--- src/rtl/opb_register_bank_ppc2simulink.sv ---
// OPB slave register bank bridging PowerPC software to fabric logic.
// Software writes a set of shadow registers, then commits them so that all
// active registers seen by the fabric change together in a single cycle.
//
// Ports:
//   OPB_Clk, OPB_Rst        - clock, synchronous active-high reset
//   OPB_ABus/BE/DBus/RNW/
//   OPB_select/seqAddr      - OPB slave request (bit 0 = MSB)
//   Sl_DBus/xferAck/errAck/
//   Sl_retry/toutSup        - OPB slave response
//   user_commit_req         - fabric-side commit strobe
//   user_data_out           - active registers, reg i on [32i+31:32i]
//   user_commit_pulse       - one-cycle pulse following each commit
//
// Map (offset from base): shadow i @ 0x00+4i, CTRL @ 0x40,
// active i (read-only) @ 0x80+4i; everything else acks and reads 0.
module opb_register_bank_ppc2simulink #(
  parameter logic [31:0] C_BASEADDR    = 32'h01094600,
  parameter logic [31:0] C_HIGHADDR    = 32'h010946FF,
  parameter int          C_OPB_AWIDTH  = 32,
  parameter int          C_OPB_DWIDTH  = 32,
  parameter int          C_NUM_REGS    = 2,
  parameter int          C_AUTO_COMMIT = 0
) (
  input  logic                    OPB_Clk,
  input  logic                    OPB_Rst,
  input  logic [0:31]             OPB_ABus,
  input  logic [0:3]              OPB_BE,
  input  logic [0:31]             OPB_DBus,
  input  logic                    OPB_RNW,
  input  logic                    OPB_select,
  input  logic                    OPB_seqAddr,
  output logic [0:31]             Sl_DBus,
  output logic                    Sl_xferAck,
  output logic                    Sl_errAck,
  output logic                    Sl_retry,
  output logic                    Sl_toutSup,
  input  logic                    user_commit_req,
  output logic [C_NUM_REGS*32-1:0] user_data_out,
  output logic                    user_commit_pulse
);

  typedef enum logic {IDLE, ACK} state_t;

  state_t                         state_q, state_d;
  logic [C_NUM_REGS-1:0][31:0]    shadow_q, shadow_d;
  logic [C_NUM_REGS-1:0][31:0]    active_q, active_d;
  logic [15:0]                    count_q, count_d;
  logic                           pulse_q, pulse_d;
  logic [31:0]                    rdata_q, rdata_d;

  logic [31:0] abus, off, wdata, wmask, rdata;
  logic [5:0]  word;
  logic [3:0]  idx;
  logic        hit, wr, is_shadow, is_ctrl, is_active, commit;

  // Offset bits outside the 256-byte window and byte-lane bits are not decoded;
  // seqAddr is ignored since every beat is handled as a single transfer.
  logic unused_bits;
  assign unused_bits = &{1'b0, OPB_seqAddr, off[31:8], off[1:0]};

  always_comb begin
    abus      = OPB_ABus;
    off       = abus - C_BASEADDR;
    word      = off[7:2];
    idx       = word[3:0];
    is_shadow = (word[5:4] == 2'b00);
    is_ctrl   = (word == 6'h10);
    is_active = (word[5:4] == 2'b10);
    hit       = OPB_select && (abus >= C_BASEADDR) && (abus <= C_HIGHADDR) &&
                (state_q == IDLE);
    wr        = hit && !OPB_RNW;
    wdata     = OPB_DBus;
    // BE[k] covers OPB byte k, which is user bits [31-8k:24-8k].
    wmask     = {{8{OPB_BE[0]}}, {8{OPB_BE[1]}}, {8{OPB_BE[2]}}, {8{OPB_BE[3]}}};

    rdata = '0;
    if (is_ctrl) rdata = {count_q, 16'h0000};
    for (int i = 0; i < C_NUM_REGS; i++) begin
      if (is_shadow && idx == i[3:0]) rdata = shadow_q[i];
      if (is_active && idx == i[3:0]) rdata = active_q[i];
    end

    // Both commit sources collapse into one commit.
    commit = user_commit_req || (wr && is_ctrl && OPB_DBus[31]);

    shadow_d = shadow_q;
    active_d = active_q;
    // Commit copies pre-write shadows; a simultaneous write lands in shadow only.
    if (commit) active_d = shadow_q;
    for (int i = 0; i < C_NUM_REGS; i++) begin
      if (wr && is_shadow && idx == i[3:0]) begin
        shadow_d[i] = (shadow_q[i] & ~wmask) | (wdata & wmask);
        if (C_AUTO_COMMIT != 0)
          active_d[i] = (active_d[i] & ~wmask) | (wdata & wmask);
      end
    end

    count_d = count_q + {15'd0, commit};
    pulse_d = commit;
    rdata_d = (hit && OPB_RNW) ? rdata : 32'h0;

    state_d = state_q;
    case (state_q)
      IDLE:    if (hit) state_d = ACK;
      ACK:     state_d = IDLE;
      default: state_d = IDLE;
    endcase
  end

  always_ff @(posedge OPB_Clk) begin
    if (OPB_Rst) begin
      state_q  <= IDLE;
      shadow_q <= '0;
      active_q <= '0;
      count_q  <= '0;
      pulse_q  <= 1'b0;
      rdata_q  <= '0;
    end else begin
      state_q  <= state_d;
      shadow_q <= shadow_d;
      active_q <= active_d;
      count_q  <= count_d;
      pulse_q  <= pulse_d;
      rdata_q  <= rdata_d;
    end
  end

  // Reset raised during the ACK cycle kills that ack immediately.
  assign Sl_xferAck        = (state_q == ACK) && !OPB_Rst;
  assign Sl_DBus           = Sl_xferAck ? rdata_q : 32'h0;
  assign Sl_errAck         = 1'b0;
  assign Sl_retry          = 1'b0;
  assign Sl_toutSup        = 1'b0;
  assign user_data_out     = active_q;
  assign user_commit_pulse = pulse_q;

endmodule

--- config.mk ---
export PLATFORM = sky130hd
export DESIGN_NAME = opb_register_bank_ppc2simulink
export DESIGN_NICKNAME = d
export VERILOG_FILES = /design/src/rtl/opb_register_bank_ppc2simulink.sv
export SDC_FILE = /design/constraint.sdc
export NUM_CORES = 1
export LEC_CHECK = 0
export ABC_CLOCK_PERIOD_IN_PS = 3570
export BUFFER_PORTS_ARGS = -buffer_cell sky130_fd_sc_hd__buf_2
export CAP_MARGIN = 20
export CORE_MARGIN = 2
export CORE_UTILIZATION = 58
export CTS_BUF_LIST = sky130_fd_sc_hd__clkbuf_2
export DETAILED_ROUTE_END_ITERATION = 6
export PLACE_DENSITY = 0.83
export SYNTH_ARGS = -nofsm -noshare
export SYNTH_HDL_FRONTEND = slang
export SYNTH_SLANG_ARGS = --single-unit
--- constraint.sdc ---
create_clock -name OPB_Clk -period 3.57 [get_ports OPB_Clk]
set_input_delay 0.714 -clock OPB_Clk [delete_from_list [all_inputs] [get_ports OPB_Clk]]
set_output_delay 0.714 -clock OPB_Clk [all_outputs]
set_load 0.1 [all_outputs]
==> out/summary.log, run 1 <==
INFO  outcome        status=complete, no violations
INFO  final_layout   ratio_of_cells_with_drive_above_1_in_the_final_layout=20.3%
INFO  sta            finalSetupViolCount=0
INFO  critical_path  timing.critical_path.arrival=2.34ns
INFO  detailed_routing detailedRoute.firstPassIterationCount=6
INFO  power          intPower=2.38mW
INFO  final_layout   area.growth.synth_to_final=14.8%
INFO  detailed_routing detailroute.via_count=8953
INFO  grt            grtUsageMet2=47.0%
INFO  power          power.share.sequential=62.4%
INFO  critical_path  cp.required=2.86ns
INFO  synthesis      area_contributors_post_synth=sky130_fd_sc_hd__dfxtp_1, sky130_fd_sc_hd__mux2i_1, sky130_fd_sc_hd__nand2b_1
INFO  placed_design  gpl.final_weighted_congestion=0.858
INFO  sta            fin_setup_tns=0ns
INFO  grt            met3_usage=5.34%
INFO  power          maximum_vdd_drop=0.000211V
INFO  clocking       cts-buffers-inserted=17
INFO  critical_path  cp_cell_sequence=nor2b_2 > buf_4 > and2_1 > buf_2
INFO  final_layout   finalNetCount=1305
INFO  power          leakage_power_figure=4.27nW
INFO  clocking       postCtsHoldBufs=0
INFO  detailed_routing wire_per_inst=18.1µm
INFO  sta            final_period_minus_worst_setup_slack=3.06ns
INFO  floorplan      initial_core_util=59.6%
INFO  floorplan      fp.coreArea=15900µm²
INFO  critical_path  crit_path_category=reg2out
INFO  clocking       cts_buffer_depth=2
INFO  clocking       cts.sinks=178
INFO  power          pwr-share-comb=7.7%
INFO  run            cap_violations=0
INFO  grt            global_route.usage.total=29.4%
INFO  power          design_power_total=3.20mW
INFO  floorplan      die_area=17400µm²
INFO  synthesis      synth_largest_area_cell=sky130_fd_sc_hd__dfxtp_1
INFO  sta            finClkSkew=0.0184ns
INFO  power          cellPowerDensity=293nW/µm²
INFO  grt            grt_start_max_net_pins=245
INFO  critical_path  cp_slowest_cell=sky130_fd_sc_hd__dfxtp_1
INFO  floorplan      chipHeight=132µm
INFO  detailed_routing route.final.wire_length=26300µm
INFO  final_layout   final_cells=1455
INFO  placed_design  dp.final_hpwl=16800µm
INFO  grt            grt.busiest_layer=met2
INFO  critical_path  critical_path.endpoint_type=output port
INFO  synthesis      synth_enable_flop_cells=0
INFO  grt            groute.layer.met1.usage=38.9%
INFO  floorplan      die-width=132µm
INFO  sta            period_share=85.6%
INFO  sta            grt_setup_unrepaired=false
INFO  clocking       clkLatencyLatePin=0.75ns
INFO  final_layout   layout.cells.most_common=sky130_fd_sc_hd__dfxtp_1
INFO  sta            report.final.slew_viol_count=0
INFO  final_layout   finalCoreUtilization=68.4%
INFO  critical_path  cpPeakStageDelay=0.49ns
INFO  detailed_routing detail_route.drc_violations=0
INFO  final_layout   final_cell_mix=sky130_fd_sc_hd__dfxtp_1, sky130_fd_sc_hd__buf_2, sky130_fd_sc_hd__nor2_1, sky130_fd_sc_hd__nand2_1, sky130_fd_sc_hd__nand2b_1
INFO  synthesis      synthesis.area=9500µm²
INFO  synthesis      yosysUniqueCellTypes=49
INFO  sta            fmax=327MHz
INFO  critical_path  critPathLaunchType=flip-flop
INFO  hold_path      worstHoldPathType=in2reg
INFO  grt            number_of_antenna_violations_at_the_first_check_in_global_routing=1
INFO  power          power.switching=0.819mW
INFO  power          portion_of_total_power_attributed_to_the_clock_network=29.9%
INFO  grt            vias_in_the_first_global_route=8162
INFO  synthesis      yosysWarnings=0
INFO  grt            first_pass_grt_wire_length=41500µm
INFO  synthesis      synth-seq-cells=178
INFO  synthesis      synth_seq_area_share=37.5%
INFO  clocking       ctsRootBufferMaster=sky130_fd_sc_hd__clkbuf_2
INFO  floorplan      num_rows=46
INFO  synthesis      syn_area_per_cell=8.39µm²
INFO  sta            slew_at_the_pin_closest_to_its_max_slew_limit=0.985ns
INFO  clocking       cts.repair.resized=0
INFO  power          power.switching_fraction=25.6%
INFO  synthesis      synthDominantCellAreaShare=37.5%
INFO  sta            finalHoldViolCount=0
INFO  critical_path  crit_path_max_fanout=23
INFO  clocking       clock_tree_from_tritoncts=done
INFO  floorplan      top_level_ports=175
INFO  clocking       cts.repair_timing.setup_buffer_count=0
INFO  grt            grt-ovfl-total=0
INFO  synthesis      syn-instance-count=1132
INFO  detailed_routing detailedRoute.firstIterationViolations=1118
INFO  detailed_routing drtAntennaViolNets=0
INFO  clocking       clock_tree.htree_level_count=4
INFO  placed_design  numPortBuffers=168
INFO  synthesis      synth_async_sr_flop_share=0%
INFO  clocking       clock_pin_slew_on_the_worst_setup_and_hold_paths=0.23ns
INFO  final_layout   post-route-cell-area=10900µm²
INFO  placed_design  postPlaceCellArea=10700µm²
INFO  placed_design  dp_cells=1426
INFO  detailed_routing detail_routed_via_count_per_cell=6.15
INFO  synthesis      yosys_most_used_dff=sky130_fd_sc_hd__dfxtp_1
INFO  sta            slew-limit-headroom=34.3%
==> worst max-delay path: cells and delay by family, from the launching register on <==
family | cells | cell delay (ns)
AND/OR/NAND/NOR | 2 | 0.37
flip-flops | 1 | 0.49
buffers and inverters | 2 | 0.72
==> logic make-up after synthesis <==
group	count (synthesis)	share of synthesized area [%]
and+or+nand+nor	453	26.1
adders and majority gates	2	0.263
muxes	109	11.7
DFF	178	37.5
buffers and inverters	117	5.46
other	1	0.0395
AOI/OAI and AO/OA	261	17.9
xor gates and xnor gates	11	1.01
==> cells in the mapped netlist, types with 7 or more instances <==
master / instances
sky130_fd_sc_hd__a211oi_1: 28
sky130_fd_sc_hd__a21oi_1: 66
sky130_fd_sc_hd__and2_1: 33
sky130_fd_sc_hd__buf_1: 7
sky130_fd_sc_hd__buf_2: 24
sky130_fd_sc_hd__buf_4: 7
sky130_fd_sc_hd__clkbuf_1: 74
sky130_fd_sc_hd__dfxtp_1: 178
sky130_fd_sc_hd__mux2_2: 18
sky130_fd_sc_hd__mux2i_1: 91
sky130_fd_sc_hd__nand2_1: 99
sky130_fd_sc_hd__nand2b_1: 97
sky130_fd_sc_hd__nand3_1: 9
sky130_fd_sc_hd__nor2_1: 101
sky130_fd_sc_hd__nor2b_1: 7
sky130_fd_sc_hd__nor3b_1: 64
sky130_fd_sc_hd__o21ai_0: 79
sky130_fd_sc_hd__o221ai_1: 15
sky130_fd_sc_hd__o311ai_0: 10
sky130_fd_sc_hd__o311ai_1: 54
==> power groups by stage <==
stage | combinational, mW | clock (mW) | sequential (mW)
detailed placement | 0.242 | 0 | 2.04
floorplan | 0.155 | 0 | 2.04
finish | 0.246 | 0.957 | 2.00
global placement | 0.239 | 0 | 2.04
global route | 0.262 | 1.03 | 2.00
CTS | 0.242 | 0.968 | 2.00
==> final cells by class <==
| class | count | area, µm² |
|---|---|---|
| diodes | 1 | 2.50 |
| repair buffers | 192 | 1430 |
| inverters | 1 | 3.75 |
| clock inverters | 9 | 93.8 |
| fillers | 1292 | 5030 |
| multi-input cells | 839 | 5450 |
| flip-flops and latches | 178 | 3560 |
| well taps | 216 | 270 |
| clock buffers | 19 | 95.1 |
==> metrics by stage <==
step	hold slack [ns]	setup WS [ns]
global route	0.165	0.359
CTS	0.173	0.455
global placement	0.467	0.461
floorplan	0.448	0.349
finish	0.211	0.514
detailed placement	0.477	0.395
==> path summary, 6_finish.rpt <==
path / endpoint / depth (start not counted) / startpoint / slack [ns]
max: Sl_DBus[28] / 4 / state_q / 0.51
min: flip-flop / 3 / OPB_DBus[2] / 0.21
max reg2reg: count_q[15] / 8 / state_q / 0.85
min reg2reg: rdata_q[2] / 2 / user_data_out[34] / 0.51
==> routing by layer <==
layer | vias to the layer above | wire length, µm
li1 | 4268 | -
met1 | 4197 | 11100
met2 | 431 | 12400
met3 | 57 | 2090
met4 | 0 | 732
met5 | - | 0
Power figures use the tool's default switching activity.
==> inputs of run 2 (changes only) <==
--- a/config.mk
+++ b/config.mk
@@ -8,7 +8,6 @@
 export ABC_CLOCK_PERIOD_IN_PS = 3570
 export BUFFER_PORTS_ARGS = -buffer_cell sky130_fd_sc_hd__buf_2
 export CAP_MARGIN = 20
-export CORE_MARGIN = 2
 export CORE_UTILIZATION = 58
 export CTS_BUF_LIST = sky130_fd_sc_hd__clkbuf_2
 export DETAILED_ROUTE_END_ITERATION = 6
==> out/summary.log, run 2 (synthesis results as in run 1) <==
INFO  grt            number_of_antenna_violations_at_the_first_check_in_global_routing=1 [unchanged]
INFO  sta            report.final.slew_viol_count=0 [unchanged]
INFO  detailed_routing drtAntennaViolNets=0 [unchanged]
INFO  clocking       cts-buffers-inserted=17 [unchanged]
INFO  placed_design  dp.final_hpwl=16200µm [was 16800 µm]
INFO  run            cap_violations=0 [unchanged]
INFO  floorplan      die_area=16900µm² [was 17400 µm²]
INFO  detailed_routing detail_routed_via_count_per_cell=6.17 [was 6.15]
INFO  clocking       ctsRootBufferMaster=sky130_fd_sc_hd__clkbuf_2 [unchanged]
INFO  grt            grt-ovfl-total=0 [unchanged]
INFO  floorplan      num_rows=46 [unchanged]
INFO  hold_path      worstHoldPathType=in2reg [unchanged]
INFO  clocking       clock_pin_slew_on_the_worst_setup_and_hold_paths=0.25ns [was 0.23 ns]
INFO  critical_path  cpPeakStageDelay=0.48ns [was 0.49 ns]
INFO  hold_path      min_path_cells=3 [unchanged]
INFO  floorplan      fp.coreArea=15900µm² [unchanged]
INFO  sta            final_period_minus_worst_setup_slack=3.13ns [was 3.06 ns]
INFO  final_layout   area.growth.synth_to_final=13.7% [was 14.8%]
INFO  final_layout   layout.cells.most_common=sky130_fd_sc_hd__dfxtp_1 [unchanged]
INFO  sta            setup_slack=0.441ns [was 0.514 ns]
INFO  clocking       clock_tree.htree_level_count=4 [unchanged]
INFO  critical_path  reg2reg_from=state_q [unchanged]
INFO  critical_path  timing.critical_path.arrival=2.42ns [was 2.34 ns]
INFO  critical_path  critical_path.endpoint_type=output port [unchanged]
INFO  floorplan      top_level_ports=175 [unchanged]
INFO  clocking       clock_tree_from_tritoncts=done [unchanged]
INFO  floorplan      chipHeight=130µm [was 132 µm]
INFO  power          cellPowerDensity=300nW/µm² [was 293 nW/µm²]
INFO  critical_path  worst_case_register_to_register_setup_slack=0.67ns [was 0.85 ns]
INFO  clocking       cts.repair_timing.setup_buffer_count=0 [unchanged]
INFO  final_layout   finalCoreUtilization=67.8% [was 68.4%]
INFO  detailed_routing detailroute.via_count=8971 [was 8953]
INFO  sta            hold_ws=0.165ns [was 0.211 ns]
INFO  detailed_routing wire_per_inst=17.7µm [was 18.1 µm]
INFO  critical_path  crit_path_category=reg2out [unchanged]
INFO  sta            fmax=320MHz [was 327 MHz]
INFO  sta            slew-limit-headroom=38.2% [was 34.3%]
INFO  detailed_routing detail_route.drc_violations=0 [unchanged]
INFO  grt            global_route.usage.total=30.7% [was 29.4%]
INFO  detailed_routing detailedRoute.firstIterationViolations=985 [was 1118]
INFO  sta            slew_at_the_pin_closest_to_its_max_slew_limit=0.927ns [was 0.985 ns]
INFO  detailed_routing detailedRoute.firstPassIterationCount=7 [was 6]
INFO  grt            vias_in_the_first_global_route=7964 [was 8162]
INFO  critical_path  cp_cell_sequence=nor2b_2 > buf_4 > and2_1 > buf_2 [unchanged]
INFO  final_layout   final_cell_mix=sky130_fd_sc_hd__dfxtp_1, sky130_fd_sc_hd__buf_2, sky130_fd_sc_hd__nor2_1, sky130_fd_sc_hd__nand2_1, sky130_fd_sc_hd__nand2b_1 [unchanged]
INFO  critical_path  cp.required=2.86ns [about the same]
INFO  sta            period_share=87.7% [was 85.6%]
INFO  clocking       postCtsHoldBufs=0 [unchanged]
INFO  final_layout   ratio_of_cells_with_drive_above_1_in_the_final_layout=20.1% [was 20.3%]
INFO  sta            finalSetupViolCount=0 [unchanged]
INFO  clocking       cts.repair.resized=0 [unchanged]
INFO  outcome        status=complete, no violations [unchanged]
INFO  detailed_routing route.final.wire_length=25700µm [was 26300 µm]
INFO  power          maximum_vdd_drop=0.000166V [was 0.000211 V]
INFO  critical_path  crit_path_max_fanout=33 [was 23]
INFO  critical_path  cp_slowest_cell=sky130_fd_sc_hd__dfxtp_1 [unchanged]
INFO  sta            finalHoldViolCount=0 [unchanged]
INFO  placed_design  place_worst_setup_slack=0.172ns [was 0.395 ns]
INFO  final_layout   finalNetCount=1302 [was 1305]
INFO  hold_path      hp-start=OPB_DBus[2] [unchanged]
INFO  critical_path  critPathLaunchType=flip-flop [unchanged]
INFO  placed_design  gpl.final_weighted_congestion=0.859 [was 0.858]
INFO  power          leakage_power_figure=4.23nW [was 4.27 nW]
INFO  clocking       cts_buffer_depth=2 [unchanged]
INFO  sta            grt_setup_unrepaired=false [unchanged]
INFO  sta            fin_setup_tns=0ns [unchanged]
INFO  clocking       cts.sinks=178 [unchanged]
INFO  placed_design  numPortBuffers=168 [unchanged]
INFO  clocking       clkLatencyLatePin=0.79ns [was 0.75 ns]
INFO  grt            grt_start_max_net_pins=245 [unchanged]
INFO  grt            first_pass_grt_wire_length=40200µm [was 41500 µm]
INFO  sta            finClkSkew=0.0313ns [was 0.0184 ns]
INFO  floorplan      die-width=130µm [was 132 µm]
INFO  critical_path  r2r_cells=8 [unchanged]
INFO  critical_path  regToRegEndpoint=count_q[15] [unchanged]
INFO  floorplan      initial_core_util=59.6% [unchanged]
## run 2: cell type report
cell class,count,area [µm²]
diodes,1,2.50
clock buffers,20,100
clock inverters,11,115
fillers,1326,5140
inverters,1,3.75
multi-input cells,839,5450
flip-flops and latches,178,3560
well taps,216,270
repair buffers,189,1300
## run 2: worst max-delay path, delay by kind of cell (launching register included)
kind,cells,cell delay [ns]
DFF,1,0.48
buffers and inverters,2,0.77
and+or+nand+nor,2,0.38
## run 2: stage by stage
| step | power, mW | area (µm²) | instances |
|---|---|---|---|
| final | 3.24 | 10800 | 1455 |
| after global routing | 3.35 | 10800 | 1455 |
| after CTS | 3.25 | 10800 | 1454 |
| after detailed placement | 2.28 | 10600 | 1423 |
| after global placement | 2.27 | 10600 | 1423 |
| after floorplan | 2.19 | 9510 | 1134 |
## run 2: how the worst max path moves through the flow
stage	from	depth (start not counted)	end	slack, ns
6_report	state_q	4	Sl_DBus[31]	0.44
3_5_place_dp	OPB_ABus[20]	9	count_q[15]	0.17
2_1_floorplan	OPB_Rst	4	Sl_DBus[1]	0.35
3_3_place_gp	OPB_ABus[16]	9	count_q[15]	0.34
4_1_cts	state_q	4	Sl_DBus[30]	0.40
5_1_grt	state_q	4	Sl_DBus[30]	0.35
## run 2: metal layers
metal  up-vias  share of wire [%]  GRT usage (%)
met4         0                2.9           14.8
met3        53                8.4           4.59
met1      4211                 43           41.0
li1       4269                  -              -
met2       438                 45           48.9
met5         -                  0              0
## run 2: report_power, final
| part | switching (mW) | internal [mW] |
|---|---|---|
| clock | 0.685 | 0.316 |
| sequential | 0.00303 | 2.00 |
| combinational | 0.160 | 0.0836 |
